File: config.mk
export PLATFORM = sky130hd
export DESIGN_NAME = rv32i_wb_arbiter
export DESIGN_NICKNAME = d
export VERILOG_FILES = /design/src/rtl/rv32i_wb_arbiter.sv
export SDC_FILE = /design/constraint.sdc
export NUM_CORES = 1
export LEC_CHECK = 0
export CAP_MARGIN = 10
export CELL_PAD_IN_SITES_DETAIL_PLACEMENT = 2
export CELL_PAD_IN_SITES_GLOBAL_PLACEMENT = 2
export CORE_MARGIN = 2
export CORE_UTILIZATION = 36
export CTS_BUF_LIST = sky130_fd_sc_hd__clkbuf_2 sky130_fd_sc_hd__clkbuf_4 sky130_fd_sc_hd__clkbuf_8
export DETAILED_ROUTE_END_ITERATION = 8
export GPL_TIMING_DRIVEN = 1
export PLACE_DENSITY = 0.88
export SLEW_MARGIN = 20
export SYNTH_ARGS = -nofsm -noshare
export SYNTH_HDL_FRONTEND = slang
export SYNTH_SLANG_ARGS = --single-unit
File: constraint.sdc
create_clock -name clk -period 3.95 [get_ports clk]
set_input_delay 0.395 -clock clk [delete_from_list [all_inputs] [get_ports clk]]
set_output_delay 0.395 -clock clk [all_outputs]
set_load 0.05 [all_outputs]
File: src/rtl/rv32i_wb_arbiter.sv
// rtl/rv32i_wb_arbiter.sv - merges pipeline writeback and mul/div results onto one register-file write port
module rv32i_wb_arbiter #(
    parameter int WIDTH        = 32,
    parameter int DEPTH        = 2,
    parameter int STARVE_LIMIT = 4
) (
    input  logic                       clk,
    input  logic                       rst,
    input  logic                       i_pipe_valid,
    input  logic [4:0]                 i_pipe_rd,
    input  logic [WIDTH-1:0]           i_pipe_data,
    output logic                       o_stall,
    input  logic                       i_md_valid,
    output logic                       o_md_ready,
    input  logic [4:0]                 i_md_rd,
    input  logic [WIDTH-1:0]           i_md_data,
    output logic                       o_we,
    output logic [4:0]                 o_rd_addr,
    output logic [WIDTH-1:0]           o_rd_data,
    output logic [$clog2(DEPTH):0]     o_fifo_count
);

    localparam int PW = (DEPTH > 1) ? $clog2(DEPTH) : 1;
    localparam int CW = $clog2(DEPTH) + 1;
    localparam int SW = $clog2(STARVE_LIMIT + 1);

    logic [4:0]       r_fifo_rd   [DEPTH];
    logic [WIDTH-1:0] r_fifo_data [DEPTH];
    logic [PW-1:0]    r_wr_ptr;
    logic [PW-1:0]    r_rd_ptr;
    logic [CW-1:0]    r_count;
    logic [SW-1:0]    r_starve;
    logic             r_stall;
    logic             r_we;
    logic [4:0]       r_rd_addr;
    logic [WIDTH-1:0] r_rd_data;

    logic             w_md_ready;
    logic             w_md_xfer;
    logic             w_fifo_empty;
    logic             w_pipe_win;
    logic             w_pop;
    logic             w_bypass;
    logic             w_push;
    logic [SW-1:0]    w_starve_next;
    logic [CW-1:0]    w_count_next;

    // Ready is combinational from occupancy so a full FIFO never accepts on its popping cycle
    assign w_md_ready   = (r_count < CW'(DEPTH));
    assign o_md_ready   = !rst && w_md_ready;
    assign w_md_xfer    = i_md_valid && o_md_ready;
    assign w_fifo_empty = (r_count == '0);

    // Slot arbitration: pipe first, then FIFO head, then a fresh mul/div result bypasses the FIFO
    always_comb begin
        w_pipe_win = i_pipe_valid && !r_stall && (i_pipe_rd != 5'd0);
        w_pop      = !w_pipe_win && !w_fifo_empty;
        w_bypass   = !w_pipe_win && w_fifo_empty && w_md_xfer && (i_md_rd != 5'd0);
        w_push     = w_md_xfer && (i_md_rd != 5'd0) && !w_bypass;
    end

    // Starvation counter counts pipe wins that left a buffered result waiting
    always_comb begin
        w_starve_next = r_starve;
        if (w_pop || w_fifo_empty) begin
            w_starve_next = '0;
        end else if (w_pipe_win && (r_starve != SW'(STARVE_LIMIT))) begin
            w_starve_next = r_starve + SW'(1);
        end
    end

    // Occupancy after this cycle's push and pop
    always_comb begin
        w_count_next = r_count + CW'(w_push) - CW'(w_pop);
    end

    // FIFO storage; contents are don't-care until a pointer points at them
    always_ff @(posedge clk) begin
        if (w_push) begin
            r_fifo_rd[r_wr_ptr]   <= i_md_rd;
            r_fifo_data[r_wr_ptr] <= i_md_data;
        end
    end

    // FIFO pointers, occupancy and the starvation guard
    always_ff @(posedge clk or posedge rst) begin
        if (rst) begin
            r_wr_ptr <= '0;
            r_rd_ptr <= '0;
            r_count  <= '0;
            r_starve <= '0;
            r_stall  <= 1'b0;
        end else begin
            if (w_push) begin
                r_wr_ptr <= r_wr_ptr + PW'(1);
            end
            if (w_pop) begin
                r_rd_ptr <= r_rd_ptr + PW'(1);
            end
            r_count  <= w_count_next;
            r_starve <= w_starve_next;
            r_stall  <= (w_starve_next == SW'(STARVE_LIMIT));
        end
    end

    // Registered write port; address and data hold when no slot is written
    always_ff @(posedge clk or posedge rst) begin
        if (rst) begin
            r_we      <= 1'b0;
            r_rd_addr <= '0;
            r_rd_data <= '0;
        end else begin
            r_we <= w_pipe_win || w_pop || w_bypass;
            if (w_pipe_win) begin
                r_rd_addr <= i_pipe_rd;
                r_rd_data <= i_pipe_data;
            end else if (w_pop) begin
                r_rd_addr <= r_fifo_rd[r_rd_ptr];
                r_rd_data <= r_fifo_data[r_rd_ptr];
            end else if (w_bypass) begin
                r_rd_addr <= i_md_rd;
                r_rd_data <= i_md_data;
            end
        end
    end

    assign o_stall      = r_stall;
    assign o_we         = r_we;
    assign o_rd_addr    = r_rd_addr;
    assign o_rd_data    = r_rd_data;
    assign o_fifo_count = r_count;

endmodule

==> impl_metrics.env, run 1 <==
export IMPL_cp_data_required_time_ns=3.56
export IMPL_fin_tns_setup_ns=0
export IMPL_setup_viol=0
export IMPL_path_clk_slew_ns=0.07
export IMPL_grt_overflow=0
export IMPL_grt_pass1_vias=4179
export IMPL_synth_cell_types=30
export IMPL_die_h_um=126
export IMPL_rows=44
export IMPL_totalWireLength_mm=15.4
export IMPL_postCtsHoldBufs=0
export IMPL_viasPerCell=5.24
export IMPL_path_class="reg2out"
export IMPL_synth_nets=449
export IMPL_use_met2_pct=36.3
export IMPL_root_buffer="clkbuf_8"
export IMPL_critPathLaunchType="flip-flop"
export IMPL_switching_power_mw=2.32
export IMPL_cap_violations=0
export IMPL_min_period_ns=2.79
export IMPL_drc=0
export IMPL_postSynthCellCount=367
export IMPL_final_cell_mix="119 x clkdlybuf4s50_1, 74 x edfxtp_1, 53 x mux2_2, 43 x dfrtp_1, 41 x nor3_1"
export IMPL_power_frac_seq_pct=34.9
export IMPL_cts_buffer_depth=2
export IMPL_mostFrequentLayoutCell="clkdlybuf4s50_1"
export IMPL_power_mw=5.66
export IMPL_ioPinCount=120
export IMPL_relSlewSlack_pct=37.5
export IMPL_diodes=0
export IMPL_die_w_um=126
export IMPL_critPathMaxFanout=24
export IMPL_cts_resized=0
export IMPL_drv_slew=0
export IMPL_tightest_slew_ns=0.938
export IMPL_initial_core_util_pct=37.0
export IMPL_cts_setup_buffers=0
export IMPL_final_nets=570
export IMPL_dieArea_sq_um=16000
export IMPL_gr_usage_met3_pct=5.23
export IMPL_synth_seq_cells=120
export IMPL_fillers=1326
export IMPL_p_clk_share_pct=19.5
export IMPL_core_sq_um=14600
export IMPL_htreeDepth=4
export IMPL_top_usage_layer="met2"
export IMPL_synth_seq_area_share_pct=62.5
export IMPL_ir_worst_vdd_uv=524
export IMPL_cp_end_kind="output pin"
export IMPL_vias=3589
export IMPL_syn2layout_area_growth_pct=33.4
export IMPL_grt_pass1_wl_mm=24.3
export IMPL_grt_usage_pct=20.3
export IMPL_pwr_share_comb_pct=45.6
export IMPL_hold_violations=0
export IMPL_hold_path_class="in2async"
export IMPL_use_met1_pct=24.0
export IMPL_arrival_ns=2.40
export IMPL_rsz0062_at_grt="no"
export IMPL_antenna_found_initial=0
export IMPL_postRouteAntennaNets=0
export IMPL_first_iter_violations=159
export IMPL_drive_above_1_share_pct=23.0
export IMPL_avgSynthCellArea_sq_um=14.7
export IMPL_crit_slowest_cell="clkdlybuf4s50_1"
export IMPL_first_pass_iters=4
export IMPL_cpPeakStageDelay_ns=0.84
export IMPL_io_buffers=119
export IMPL_p_leak_nw=2.73
export IMPL_syn_area_sq_um=5400
export IMPL_fin_crit_sh_pct=70.7
export IMPL_avgRoutedWirePerCell_um=22.5
export IMPL_hpwlAfterDp_mm=10.0
export IMPL_yosys_warnings=0
export IMPL_sw_frac_of_total_pct=41.0
export IMPL_worst_clock_skew_ns=0.00698
export IMPL_cts_buffers=17
export IMPL_clock_sinks=120
export IMPL_max_freq_ghz=0.358
export IMPL_cts_tree="built"
export IMPL_cp_cell_sequence="buf_4 > nor2_1 > clkdlybuf4s50_1"
export IMPL_grt_max_degree=47
export IMPL_gp_congestion=0.703
export IMPL_p_int_mw=3.34
export IMPL_power_density_nw_per_um2=785
export IMPL_clk_latency_ns=0.44
export IMPL_outcome="complete, no violations"
-- final cells by class --
class,instances,area (sq um),share of cell area (%)
Clock inverter,13,135,1.88
Timing Repair Buffer,126,1280,17.8
Clock buffer,19,249,3.46
Inverter,5,20.0,0.278
Sequential cell,120,3380,46.9
Multi-Input combinational cell,218,1910,26.5
Tap cell,184,230,3.20
-- registers in the layout, summed over array words and instances, names as in the netlist --
signal,count
o_rd_addr,5
o_rd_data,32
o_fifo_count,2
r_rd_ptr,1
r_fifo_data,64
o_we,1
o_stall,1
r_starve,3
r_fifo_rd,10
r_wr_ptr,1
-- per-layer routing --
metal	routed length [um]	up-vias
met5	0	-
met4	122	0
met3	634	11
met2	8220	99
met1	6440	1853
li1	-	1626
-- logic make-up after synthesis --
logic type | share of synthesized area [%]
flops | 62.5
mux | 23.4
simple gates | 5.19
compound gates | 4.61
buf+inv | 2.55
xor+xnor | 0.811
fa+ha+maj | 0.927
-- critical path, delay by kind of cell (launching register included) --
| kind | cells | cell delay [ns] |
|---|---|---|
| buf+inv | 2 | 1.15 |
| simple gates | 1 | 0.22 |
| flops | 1 | 0.56 |
-- Yosys cell counts --
| cell | number | share of area, % |
|---|---|---|
| and2_1 | 1 | 0.12 |
| xor2_1 | 1 | 0.16 |
| buf_6 | 2 | 0.42 |
| a21o_1 | 1 | 0.14 |
| o21ai_0 | 1 | 0.093 |
| o211ai_1 | 1 | 0.14 |
| nor2_1 | 4 | 0.28 |
| buf_2 | 8 | 0.74 |
| mux2_4 | 19 | 5.3 |
| a21oi_1 | 39 | 3.6 |
| or4_1 | 1 | 0.14 |
| dfrtp_1 | 46 | 21 |
| or2_2 | 1 | 0.12 |
| nand3_1 | 1 | 0.093 |
| xnor2_1 | 4 | 0.65 |
| nand2_1 | 1 | 0.069 |
| mux2i_1 | 38 | 7.0 |
| buf_4 | 1 | 0.14 |
| mux2_2 | 53 | 11 |
| ha_1 | 4 | 0.93 |
| a22o_1 | 2 | 0.32 |
| clkbuf_1 | 10 | 0.70 |
| edfxtp_1 | 74 | 41 |
| nor2b_1 | 2 | 0.23 |
| inv_1 | 5 | 0.35 |
| nor3_1 | 41 | 3.8 |
| nand3b_1 | 1 | 0.14 |
| o21ai_4 | 1 | 0.30 |
| or4_4 | 1 | 0.21 |
| buf_1 | 3 | 0.21 |
-- worst paths after layout --
kind	start	endpoint	slack [ns]	depth (start not counted)
setup / recovery	o_fifo_count[1]$_DFF_PP0_	o_md_ready	1.16	3
hold / removal	rst	o_rd_data[27]$_DFFE_PP0P_	0.49	2
setup reg to reg	o_fifo_count[1]$_DFF_PP0_	r_fifo_rd[0][4]$_DFFE_PP_	1.27	6
hold reg to reg	o_rd_data[12]$_DFFE_PP0P_	o_rd_data[12]$_DFFE_PP0P_	0.51	1
max in group asynchronous	rst	r_rd_ptr$_DFFE_PP0N_	2.82	2
min in group clk	o_rd_data[12]$_DFFE_PP0P_	o_rd_data[12]$_DFFE_PP0P_	0.51	1
-- power groups by stage --
stage | Clock, mW | Combinational [mW] | Sequential (mW)
after CTS | 1.13 | 2.61 | 1.99
final | 1.10 | 2.58 | 1.98
after global routing | 1.18 | 2.73 | 2.03
after floorplan | 0 | 1.13 | 2.54
after global placement | 0 | 2.50 | 1.97
after detailed placement | 0 | 2.58 | 2.00
-- per-stage QoR --
stage               instances  setup slack (ns)  cell area (sq um)  hold WS (ns)  util (%)
floorplan                 367             0.121               5400         0.468         -
global placement          653              1.04               6810         0.494      46.7
detailed placement        653             0.945               6820         0.498      46.7
CTS                       685              1.14               7200         0.513      49.3
global route              685              1.05               7200         0.528      49.4
finish                    685              1.16               7200         0.486      49.4
No activity file was read; power rests on OpenSTA's default activity.
==> inputs of run 2 (changes only) <==
--- a/config.mk
+++ b/config.mk
@@ -9,11 +9,11 @@
 export CELL_PAD_IN_SITES_DETAIL_PLACEMENT = 2
 export CELL_PAD_IN_SITES_GLOBAL_PLACEMENT = 2
 export CORE_MARGIN = 2
-export CORE_UTILIZATION = 36
+export CORE_UTILIZATION = 32
 export CTS_BUF_LIST = sky130_fd_sc_hd__clkbuf_2 sky130_fd_sc_hd__clkbuf_4 sky130_fd_sc_hd__clkbuf_8
 export DETAILED_ROUTE_END_ITERATION = 8
 export GPL_TIMING_DRIVEN = 1
-export PLACE_DENSITY = 0.88
+export PLACE_DENSITY = 0.83
 export SLEW_MARGIN = 20
 export SYNTH_ARGS = -nofsm -noshare
 export SYNTH_HDL_FRONTEND = slang
==> constraint.sdc (replaced) <==
create_clock -name clk -period 2.4 [get_ports clk]
set_input_delay 0.24 -clock clk [delete_from_list [all_inputs] [get_ports clk]]
set_output_delay 0.24 -clock clk [all_outputs]
set_load 0.05 [all_outputs]
==> impl_metrics.env, run 2 (synthesized netlist as in run 1, its figures left out) <==
export IMPL_path_depth=10
export IMPL_io_buffers=119
export IMPL_crit_path_end="o_fifo_count[1]$_DFF_PP0_"
export IMPL_vias=3655
export IMPL_clock_sinks=120
export IMPL_power_mw=9.36
export IMPL_hpwlAfterDp_mm=10.8
export IMPL_diodes=0
export IMPL_p_int_mw=5.51
export IMPL_cp_end_kind="flip-flop"
export IMPL_grt_usage_pct=18.2
export IMPL_power_frac_seq_pct=32.6
export IMPL_arrival_ns=2.62
export IMPL_cts_buffers=17
export IMPL_postRouteAntennaNets=0
export IMPL_hold_violations=0
export IMPL_cp_data_required_time_ns=2.76
export IMPL_grt_pass1_wl_mm=24.1
export IMPL_rows=47
export IMPL_htreeDepth=4
export IMPL_antenna_found_initial=0
export IMPL_viasPerCell=4.93
export IMPL_fin_tns_setup_ns=0
export IMPL_initial_core_util_pct=32.7
export IMPL_path_class="in2reg"
export IMPL_totalWireLength_mm=15.6
export IMPL_grt_overflow=0
export IMPL_relSlewSlack_pct=64.3
export IMPL_postCtsHoldBufs=0
export IMPL_worst_hold_slack_ns=0.207
export IMPL_postLayoutCellArea_sq_um=7410
export IMPL_sw_frac_of_total_pct=41.2
export IMPL_pwr_share_comb_pct=48.9
export IMPL_r2r_slack_ns=0.21
export IMPL_die_h_um=134
export IMPL_mostFrequentLayoutCell="clkdlybuf4s50_1"
export IMPL_cts_tree="built"
export IMPL_clk_latency_ns=0.45
export IMPL_first_pass_iters=4
export IMPL_hold_path_class="in2async"
export IMPL_drive_above_1_share_pct=27.4
export IMPL_worst_path_buf_inv=3
export IMPL_final_cell_mix="116 x clkdlybuf4s50_1, 74 x edfxtp_1, 53 x mux2_2, 43 x dfrtp_1, 41 x nor3_1"
export IMPL_final_nets=590
export IMPL_fillers=1619
export IMPL_die_w_um=134
export IMPL_syn2layout_area_growth_pct=37.3
export IMPL_largest_register_ffs=64
export IMPL_r2r_start="o_fifo_count[1]$_DFF_PP0_"
export IMPL_tightest_slew_ns=0.535
export IMPL_drv_slew=0
export IMPL_cts_buffer_depth=2
export IMPL_grt_pass1_vias=4101
export IMPL_p_leak_nw=2.84
export IMPL_cp_cell_sequence="clkdlybuf4s50_1 > or4_1 > o211ai_1 > a21o_1 > buf_4 > ha_1 > inv_1 > ha_1 > xnor2_1 > xnor2_1"
export IMPL_power_density_nw_per_um2=1260
export IMPL_path_clk_slew_ns=0.07
export IMPL_first_iter_violations=159
export IMPL_fin_crit_sh_pct=94.2
export IMPL_max_freq_ghz=0.443
export IMPL_rsz0062_at_grt="no"
export IMPL_ioPinCount=120
export IMPL_critPathMaxFanout=3
export IMPL_crit_family="buffers and inverters"
export IMPL_reg2reg_depth=6
export IMPL_final_core_util_pct=44.8
export IMPL_setup_viol=0
export IMPL_r2r_end="o_rd_addr[4]$_DFFE_PP0P_"
export IMPL_core_sq_um=16500
export IMPL_root_buffer="clkbuf_8"
export IMPL_switching_power_mw=3.85
export IMPL_cap_violations=0
export IMPL_worst_clock_skew_ns=0.00784
export IMPL_cpPeakStageDelay_ns=0.61
export IMPL_avgRoutedWirePerCell_um=21.0
export IMPL_critPathLaunchType="input port"
export IMPL_min_period_ns=2.26
export IMPL_drc=0
export IMPL_startpoint="i_md_rd[3]"
export IMPL_crit_slowest_cell="or4_1"
export IMPL_ir_worst_vdd_uv=556
export IMPL_grt_max_degree=41
export IMPL_dpl_instance_area_sq_um=6980
export IMPL_dieArea_sq_um=17900
export IMPL_outcome="complete, no violations"
export IMPL_top_register="r_fifo_data"
export IMPL_p_clk_share_pct=18.6
export IMPL_gp_congestion=0.723
-- run 2: timing repair --
action / 4_1_cts / 5_1_grt
setup endpoints to repair: 1 / 2
gates resized for setup: 1 / 1
setup buffers: 0 / 2
-- run 2: power by group through the flow --
stage / sequential [mW] / combinational (mW) / clock [mW]
finish: 3.05 / 4.57 / 1.74
global placement: 3.04 / 4.41 / 0
CTS: 3.06 / 4.60 / 1.80
detailed placement: 3.09 / 4.57 / 0
floorplan: 4.18 / 1.87 / 0
global route: 3.11 / 4.85 / 1.88
-- run 2: tightest hold or removal path, stage by stage --
cell	delay [ns]
clkdlybuf4s50_1	0.48
buf_4	0.17
inv_2	0.12
-- run 2: worst min path at each step --
stage / start / to / slack [ns] / cells past startpoint
floorplan: i_md_data[0] / r_fifo_data[0][0]$_DFFE_PP_ / 0.34 / 0
global placement: o_rd_data[13]$_DFFE_PP0P_ / o_rd_data[13]$_DFFE_PP0P_ / 0.49 / 1
detailed placement: o_rd_data[30]$_DFFE_PP0P_ / o_rd_data[30]$_DFFE_PP0P_ / 0.50 / 1
CTS: rst / o_rd_data[26]$_DFFE_PP0P_ / 0.18 / 3
global route: rst / o_rd_data[26]$_DFFE_PP0P_ / 0.20 / 3
finish: rst / o_rd_data[26]$_DFFE_PP0P_ / 0.21 / 3
-- run 2: final cells by class --
cell class,count,area [sq um],area share (%)
flip-flops and latches,120,3380,45.6
clock buffers,19,255,3.44
repair buffers,146,1460,19.7
clock inverters,13,111,1.50
multi-input cells,218,1920,25.9
inverters,5,18.8,0.253
well taps,220,275,3.71
-- run 2: layer usage --
layer	GRT usage [%]	part of all wire, %
met5	0	0
met4	6.62	1.5
met3	4.35	3.9
met2	32.7	54
met1	21.2	41
-- run 2: stage by stage --
| stage | setup WS (ns) | cells |
|---|---|---|
| 2_1_floorplan | 0.00220 | 367 |
| 3_3_place_gp | -0.270 | 705 |
| 3_5_place_dp | -0.424 | 705 |
| 4_1_cts | 0.00520 | 737 |
| 5_1_grt | 0.0305 | 741 |
| 6_report | 0.140 | 741 |
